<file path="src/rtl/al_accel_pkg.sv">
// Shared types and default sizes for the al_accel PE row engine.
package al_accel_pkg;

  localparam int DW_DEF   = 8;
  localparam int AW_DEF   = 32;
  localparam int LENW_DEF = 10;

  typedef enum logic [2:0] {
    IDLE,
    FILL,
    RUN,
    FLUSH,
    DONE
  } pe_state_t;

endpackage

</file>
<file path="src/rtl/al_accel_mac3.sv">
// Two-stage 3-tap signed MAC: S1 registers the three products plus psum, S2 registers the sum.
// Build option AL_ACCEL_PE_RELU_EN clamps negative sums to zero before the output register.
module al_accel_mac3
  import al_accel_pkg::*;
#(
  parameter int DW = DW_DEF,
  parameter int AW = AW_DEF
) (
  input  logic          clk,
  input  logic          resetn,
  input  logic          adv,
  input  logic          in_valid,
  input  logic [DW-1:0] a0,
  input  logic [DW-1:0] a1,
  input  logic [DW-1:0] a2,
  input  logic [DW-1:0] w0,
  input  logic [DW-1:0] w1,
  input  logic [DW-1:0] w2,
  input  logic [AW-1:0] psum,
  output logic          pending,
  output logic          out_valid,
  output logic [AW-1:0] out_data
);

  logic [DW-1:0]   a_vec [3];
  logic [DW-1:0]   w_vec [3];
  logic [2*DW-1:0] prod_reg [3];
  logic [AW-1:0]   prod_ext [3];
  logic [AW-1:0]   psum_reg;
  logic            s1_valid_reg;
  logic [AW-1:0]   sum;
  logic [AW-1:0]   result;

  assign a_vec = '{a0, a1, a2};
  assign w_vec = '{w0, w1, w2};

  genvar gi;
  generate
    for (gi = 0; gi < 3; gi++) begin : g_tap
      // Operands sign-extended to 2*DW so the low half of the product is the signed result.
      logic [2*DW-1:0] a_ext;
      logic [2*DW-1:0] w_ext;
      logic [2*DW-1:0] prod_next;
      assign a_ext     = {{DW{a_vec[gi][DW-1]}}, a_vec[gi]};
      assign w_ext     = {{DW{w_vec[gi][DW-1]}}, w_vec[gi]};
      assign prod_next = a_ext * w_ext;
      assign prod_ext[gi] = {{(AW-2*DW){prod_reg[gi][2*DW-1]}}, prod_reg[gi]};

      always_ff @(posedge clk or negedge resetn) begin
        if (!resetn) begin
          prod_reg[gi] <= '0;
        end else if (adv && in_valid) begin
          prod_reg[gi] <= prod_next;
        end
      end
    end
  endgenerate

  assign sum = prod_ext[0] + prod_ext[1] + prod_ext[2] + psum_reg;

`ifdef AL_ACCEL_PE_RELU_EN
  assign result = sum[AW-1] ? '0 : sum;
`else
  assign result = sum;
`endif

  always_ff @(posedge clk or negedge resetn) begin
    if (!resetn) begin
      s1_valid_reg <= 1'b0;
      psum_reg     <= '0;
      out_valid    <= 1'b0;
      out_data     <= '0;
    end else if (adv) begin
      s1_valid_reg <= in_valid;
      out_valid    <= s1_valid_reg;
      if (in_valid) begin
        psum_reg <= psum;
      end
      if (s1_valid_reg) begin
        out_data <= result;
      end
    end
  end

  assign pending = s1_valid_reg;

endmodule

</file>
<file path="src/rtl/al_accel_pe_row.sv">
// 3-tap signed convolution row engine: FSM, activation window, input counter and handshakes.
// Optional ReLU on the result when AL_ACCEL_PE_RELU_EN is defined (handled in al_accel_mac3).
module al_accel_pe_row
  import al_accel_pkg::*;
#(
  parameter int DW   = DW_DEF,
  parameter int AW   = AW_DEF,
  parameter int LENW = LENW_DEF
) (
  input  logic            clk,
  input  logic            resetn,
  input  logic            enb,
  input  logic            start,
  input  logic [LENW-1:0] row_len,
  input  logic [DW-1:0]   w0,
  input  logic [DW-1:0]   w1,
  input  logic [DW-1:0]   w2,
  input  logic            act_valid,
  output logic            act_ready,
  input  logic [DW-1:0]   act_data,
  input  logic [AW-1:0]   psum_in,
  output logic            out_valid,
  input  logic            out_ready,
  output logic [AW-1:0]   out_data,
  output logic            busy,
  output logic            done
);

  pe_state_t       state_reg, state_next;
  logic [LENW-1:0] row_len_reg;
  logic [LENW-1:0] in_cnt_reg;
  logic [DW-1:0]   w0_reg, w1_reg, w2_reg;
  logic [DW-1:0]   a0_reg, a1_reg;
  logic            adv;
  logic            accept;
  logic            start_acc;
  logic            push;
  logic            pending;

  // The whole pipeline moves together; a held output stalls everything behind it.
  assign adv       = enb && (!out_valid || out_ready);
  assign start_acc = start && enb && (state_reg == IDLE);
  assign accept    = act_valid && act_ready;
  assign push      = accept && (state_reg == RUN);

  always_ff @(posedge clk or negedge resetn) begin
    if (!resetn) begin
      state_reg <= IDLE;
    end else begin
      state_reg <= state_next;
    end
  end

  always_comb begin
    state_next = state_reg;
    act_ready  = adv && ((state_reg == FILL) || (state_reg == RUN)) && (in_cnt_reg < row_len_reg);
    busy       = (state_reg != IDLE);
    done       = (state_reg == DONE);
    case (state_reg)
      IDLE: begin
        if (start && enb) begin
          state_next = (row_len >= LENW'(3)) ? FILL : DONE;
        end
      end
      FILL: begin
        if (accept && (in_cnt_reg == LENW'(1))) begin
          state_next = RUN;
        end
      end
      RUN: begin
        if (accept && (in_cnt_reg == row_len_reg - LENW'(1))) begin
          state_next = FLUSH;
        end
      end
      FLUSH: begin
        if (enb && !pending && (!out_valid || out_ready)) begin
          state_next = DONE;
        end
      end
      DONE: begin
        if (enb) begin
          state_next = IDLE;
        end
      end
      default: state_next = IDLE;
    endcase
  end

  // Weights are captured at start so the weight buffer is free to reload during the row.
  always_ff @(posedge clk or negedge resetn) begin
    if (!resetn) begin
      row_len_reg <= '0;
      in_cnt_reg  <= '0;
      w0_reg      <= '0;
      w1_reg      <= '0;
      w2_reg      <= '0;
      a0_reg      <= '0;
      a1_reg      <= '0;
    end else if (enb) begin
      if (start_acc) begin
        row_len_reg <= row_len;
        in_cnt_reg  <= '0;
        w0_reg      <= w0;
        w1_reg      <= w1;
        w2_reg      <= w2;
      end else if (accept) begin
        in_cnt_reg <= in_cnt_reg + LENW'(1);
        a0_reg     <= a1_reg;
        a1_reg     <= act_data;
      end
    end
  end

  al_accel_mac3 #(
    .DW(DW),
    .AW(AW)
  ) u_mac3 (
    .clk      (clk),
    .resetn   (resetn),
    .adv      (adv),
    .in_valid (push),
    .a0       (a0_reg),
    .a1       (a1_reg),
    .a2       (act_data),
    .w0       (w0_reg),
    .w1       (w1_reg),
    .w2       (w2_reg),
    .psum     (psum_in),
    .pending  (pending),
    .out_valid(out_valid),
    .out_data (out_data)
  );

endmodule

</file>
<file path="config.mk">
export PLATFORM = sky130hd
export DESIGN_NAME = al_accel_pe_row
export DESIGN_NICKNAME = d
export VERILOG_FILES = /design/src/rtl/al_accel_pkg.sv /design/src/rtl/al_accel_mac3.sv /design/src/rtl/al_accel_pe_row.sv
export SDC_FILE = /design/constraint.sdc
export NUM_CORES = 1
export LEC_CHECK = 0
export BUFFER_PORTS_ARGS = -buffer_cell sky130_fd_sc_hd__buf_2
export CORE_MARGIN = 2
export CORE_UTILIZATION = 53
export DETAILED_ROUTE_END_ITERATION = 6
export PLACE_DENSITY = 0.71
export SETUP_SLACK_MARGIN = 0.15
export SLEW_MARGIN = 20
export SYNTH_ARGS = -nofsm -noshare
export SYNTH_HDL_FRONTEND = slang
export SYNTH_SLANG_ARGS = --single-unit
</file>
<file path="constraint.sdc">
create_clock -name clk -period 6.89 [get_ports clk]
set_clock_uncertainty 0.05 [all_clocks]
set_input_delay 0.689 -clock clk [delete_from_list [all_inputs] [get_ports clk]]
set_output_delay 0.689 -clock clk [all_outputs]
set_load 0.01 [all_outputs]
</file>
==> run summary <==
outcome = completed
Post-Route WL = 38400 µm
Via Count = 12700
DRC viols = 0
RSZ-0062 raised after global routing = no
DIE AREA = 35000 µm²
top_reg_cell synth = dfrtp_1
count leader, synth = inv_1
final worst path period need = 5.18 ns
Mapped Avg Cell Area = 9.26 µm²
core outline area = 33300 µm²
gp weighted congestion = 0.905
post-cts repair resize count = 0
synthesized flop and latch total = 177
startpoint types = flip-flop
antenna violations before repair = 0
Setup CP Type = flip-flop to flip-flop
HPWL after detailed placement = 31000 µm
Die H = 187 µm
routed len/inst = 15.6 µm
largest area contributor in the netlist = dfrtp_1
Final Cycle Share = 75.2%
Hold Buf Count CTS = 0
synthesized instance count = 1917
relative slew slack = 35.3%
Initial Util = 53.4%
first-pass GRT wire length = 65600 µm
clock root cell = clkbuf_16
Hold Path Class = input port to async pin
DR vias/cell = 5.16
Peak Freq = 193 MHz
setup repair bufs after CTS = 0
layout cells sized above 1 = 9.40%
GRT Util Overall = 23.2%
H-tree lvl count = 4
die width = 187 µm
Bufs on Longest Clock Path = 2
final setup fails = 0
fillers = 2961
Yosys top cell area share = 24.9%
critical path peak fanout = 14
Final ANT Viol Nets = 0
CP Capture Type = flip-flop
Post-synth EDFFs = 0
Post-Syn Nets = 2341
Setup TNS = 0 ns
MaxCap Viol Count = 0
Layout Nets = 2432
largest net degree at the start of global routing = 85
CTS tree = yes
ranking of synthesized cells by area = dfrtp_1 25%, fa_1 22%, ha_1 10%
top post-synthesis cells by count = 374 x inv_1, 224 x nand2_1, 198 x fa_1
drt first pass iters = 4
critical path data required time = 7.15 ns
Reg clk slew, reported paths = 0.08 ns
worst path arrival time = 5.45 ns
later-pin clock latency in the skew report = 0.45 ns
number of synthesis warnings = 0
FP Rows = 67
Slew @ Worst Pin = 0.970 ns
clock sink count = 177
initial drt markers = 683
number of global-route vias before repair = 13200
Remaining Overflow, GRT = 0
final hold violation count = 0
Area growth, synth to finish = 9.01%
pre-CTS setup slack = 1.74 ns
n_diodes = 0
# IOs = 116
number of port buffers = 115
sequential area share after synthesis = 24.9%
max-slew violation count = 0
setup ws final = 1.71 ns
Cell Area, Synth = 17800 µm²
Yosys cell types = 59
max reg flops = 48
asr flop ratio synth = 100%
total CTS buffers = 17
## path summary, 6_finish.rpt
path                                           from             endpoint  slack (ns)  cells past startpoint
worst max-delay path            u_mac3.prod_ext[32]  u_mac3.out_data[29]        1.71                     20
min in group clk                              w1[7]            w1_reg[7]        0.39                      3
worst min-delay path                         resetn       row_len_reg[7]        0.05                      1
worst max register to register  u_mac3.prod_ext[32]  u_mac3.out_data[29]        1.71                     20
max in group asynchronous                    resetn  u_mac3.psum_reg[21]        5.54                      2
worst min register to register  u_mac3.out_data[24]  u_mac3.out_data[24]        0.43                      2
## cell families after synthesis
group / count (synthesis) / share of synthesized area, %
AND/OR/NAND/NOR: 519 / 14.4
buffers and inverters: 423 / 8.97
adder cells (fa/ha/maj): 344 / 32.6
AO/OA/AOI/OAI: 277 / 9.34
flip-flops: 177 / 24.9
XOR/XNOR: 104 / 5.13
multiplexers: 73 / 4.62
## critical path: stages, from the launching register on
cell       delay [ns]
dfrtp_1          0.36
ha_1             0.17
inv_1            0.05
fa_1             0.40
nor2b_1          0.17
o2111ai_1        0.16
a31oi_1          0.40
a21bo_2          0.20
nand2_1          0.10
inv_1            0.51
fa_1             0.53
inv_1            0.06
ha_1             0.33
a21oi_1          0.17
o21ai_1          0.12
a211oi_1         0.31
o21ai_1          0.12
a311o_1          0.34
a41oi_1          0.25
xor2_1           0.16
o21ai_0          0.08
## cell usage in the layout, fill, tap and decap left out, drive strengths merged, types with 45 or more instances in the layout
master and instances:
ha 146, nor2 45, nand2 225, inv 380
a21oi 73, and2 130, dfrtp 177, buf 121
fa 198, mux2 72, o21ai 105, xnor2 73
## routing by layer
| layer | global-route usage (%) | part of all wire (%) |
|---|---|---|
| met1 | 32.4 | 48 |
| met2 | 37.6 | 46 |
| met3 | 3.38 | 3.6 |
| met4 | 7.23 | 2.2 |
| met5 | 0 | 0 |
## layout make-up
cell class                      instances  area, µm²  share of cell area (%)
Clock buffer                           17        425                    2.20
Clock inverter                         15        165                   0.853
Inverter                              374       1400                    7.25
Multi-Input combinational cell       1317      11700                    60.7
Sequential cell                       177       4430                    22.9
Tap cell                              448        561                    2.90
Timing Repair Buffer                  121        631                    3.26
## per-stage QoR
| step | instance area, µm² | hold WS, ns | utilization, % | std cells |
|---|---|---|---|---|
| 2_1_floorplan | 17800 | 0.343 | - | 1917 |
| 3_3_place_gp | 18800 | 0.406 | 56.4 | 2437 |
| 6_report | 19400 | 0.0526 | 58.2 | 2469 |
| 4_1_cts | 19400 | 0.0537 | 58.2 | 2469 |
| 3_5_place_dp | 18800 | 0.417 | 56.4 | 2437 |
| 5_1_grt | 19400 | 0.0639 | 58.2 | 2469 |
Power is left out: the tool's default activity adds up to more than one toggle a clock period on the data nets, which glitch-free logic cannot reach.
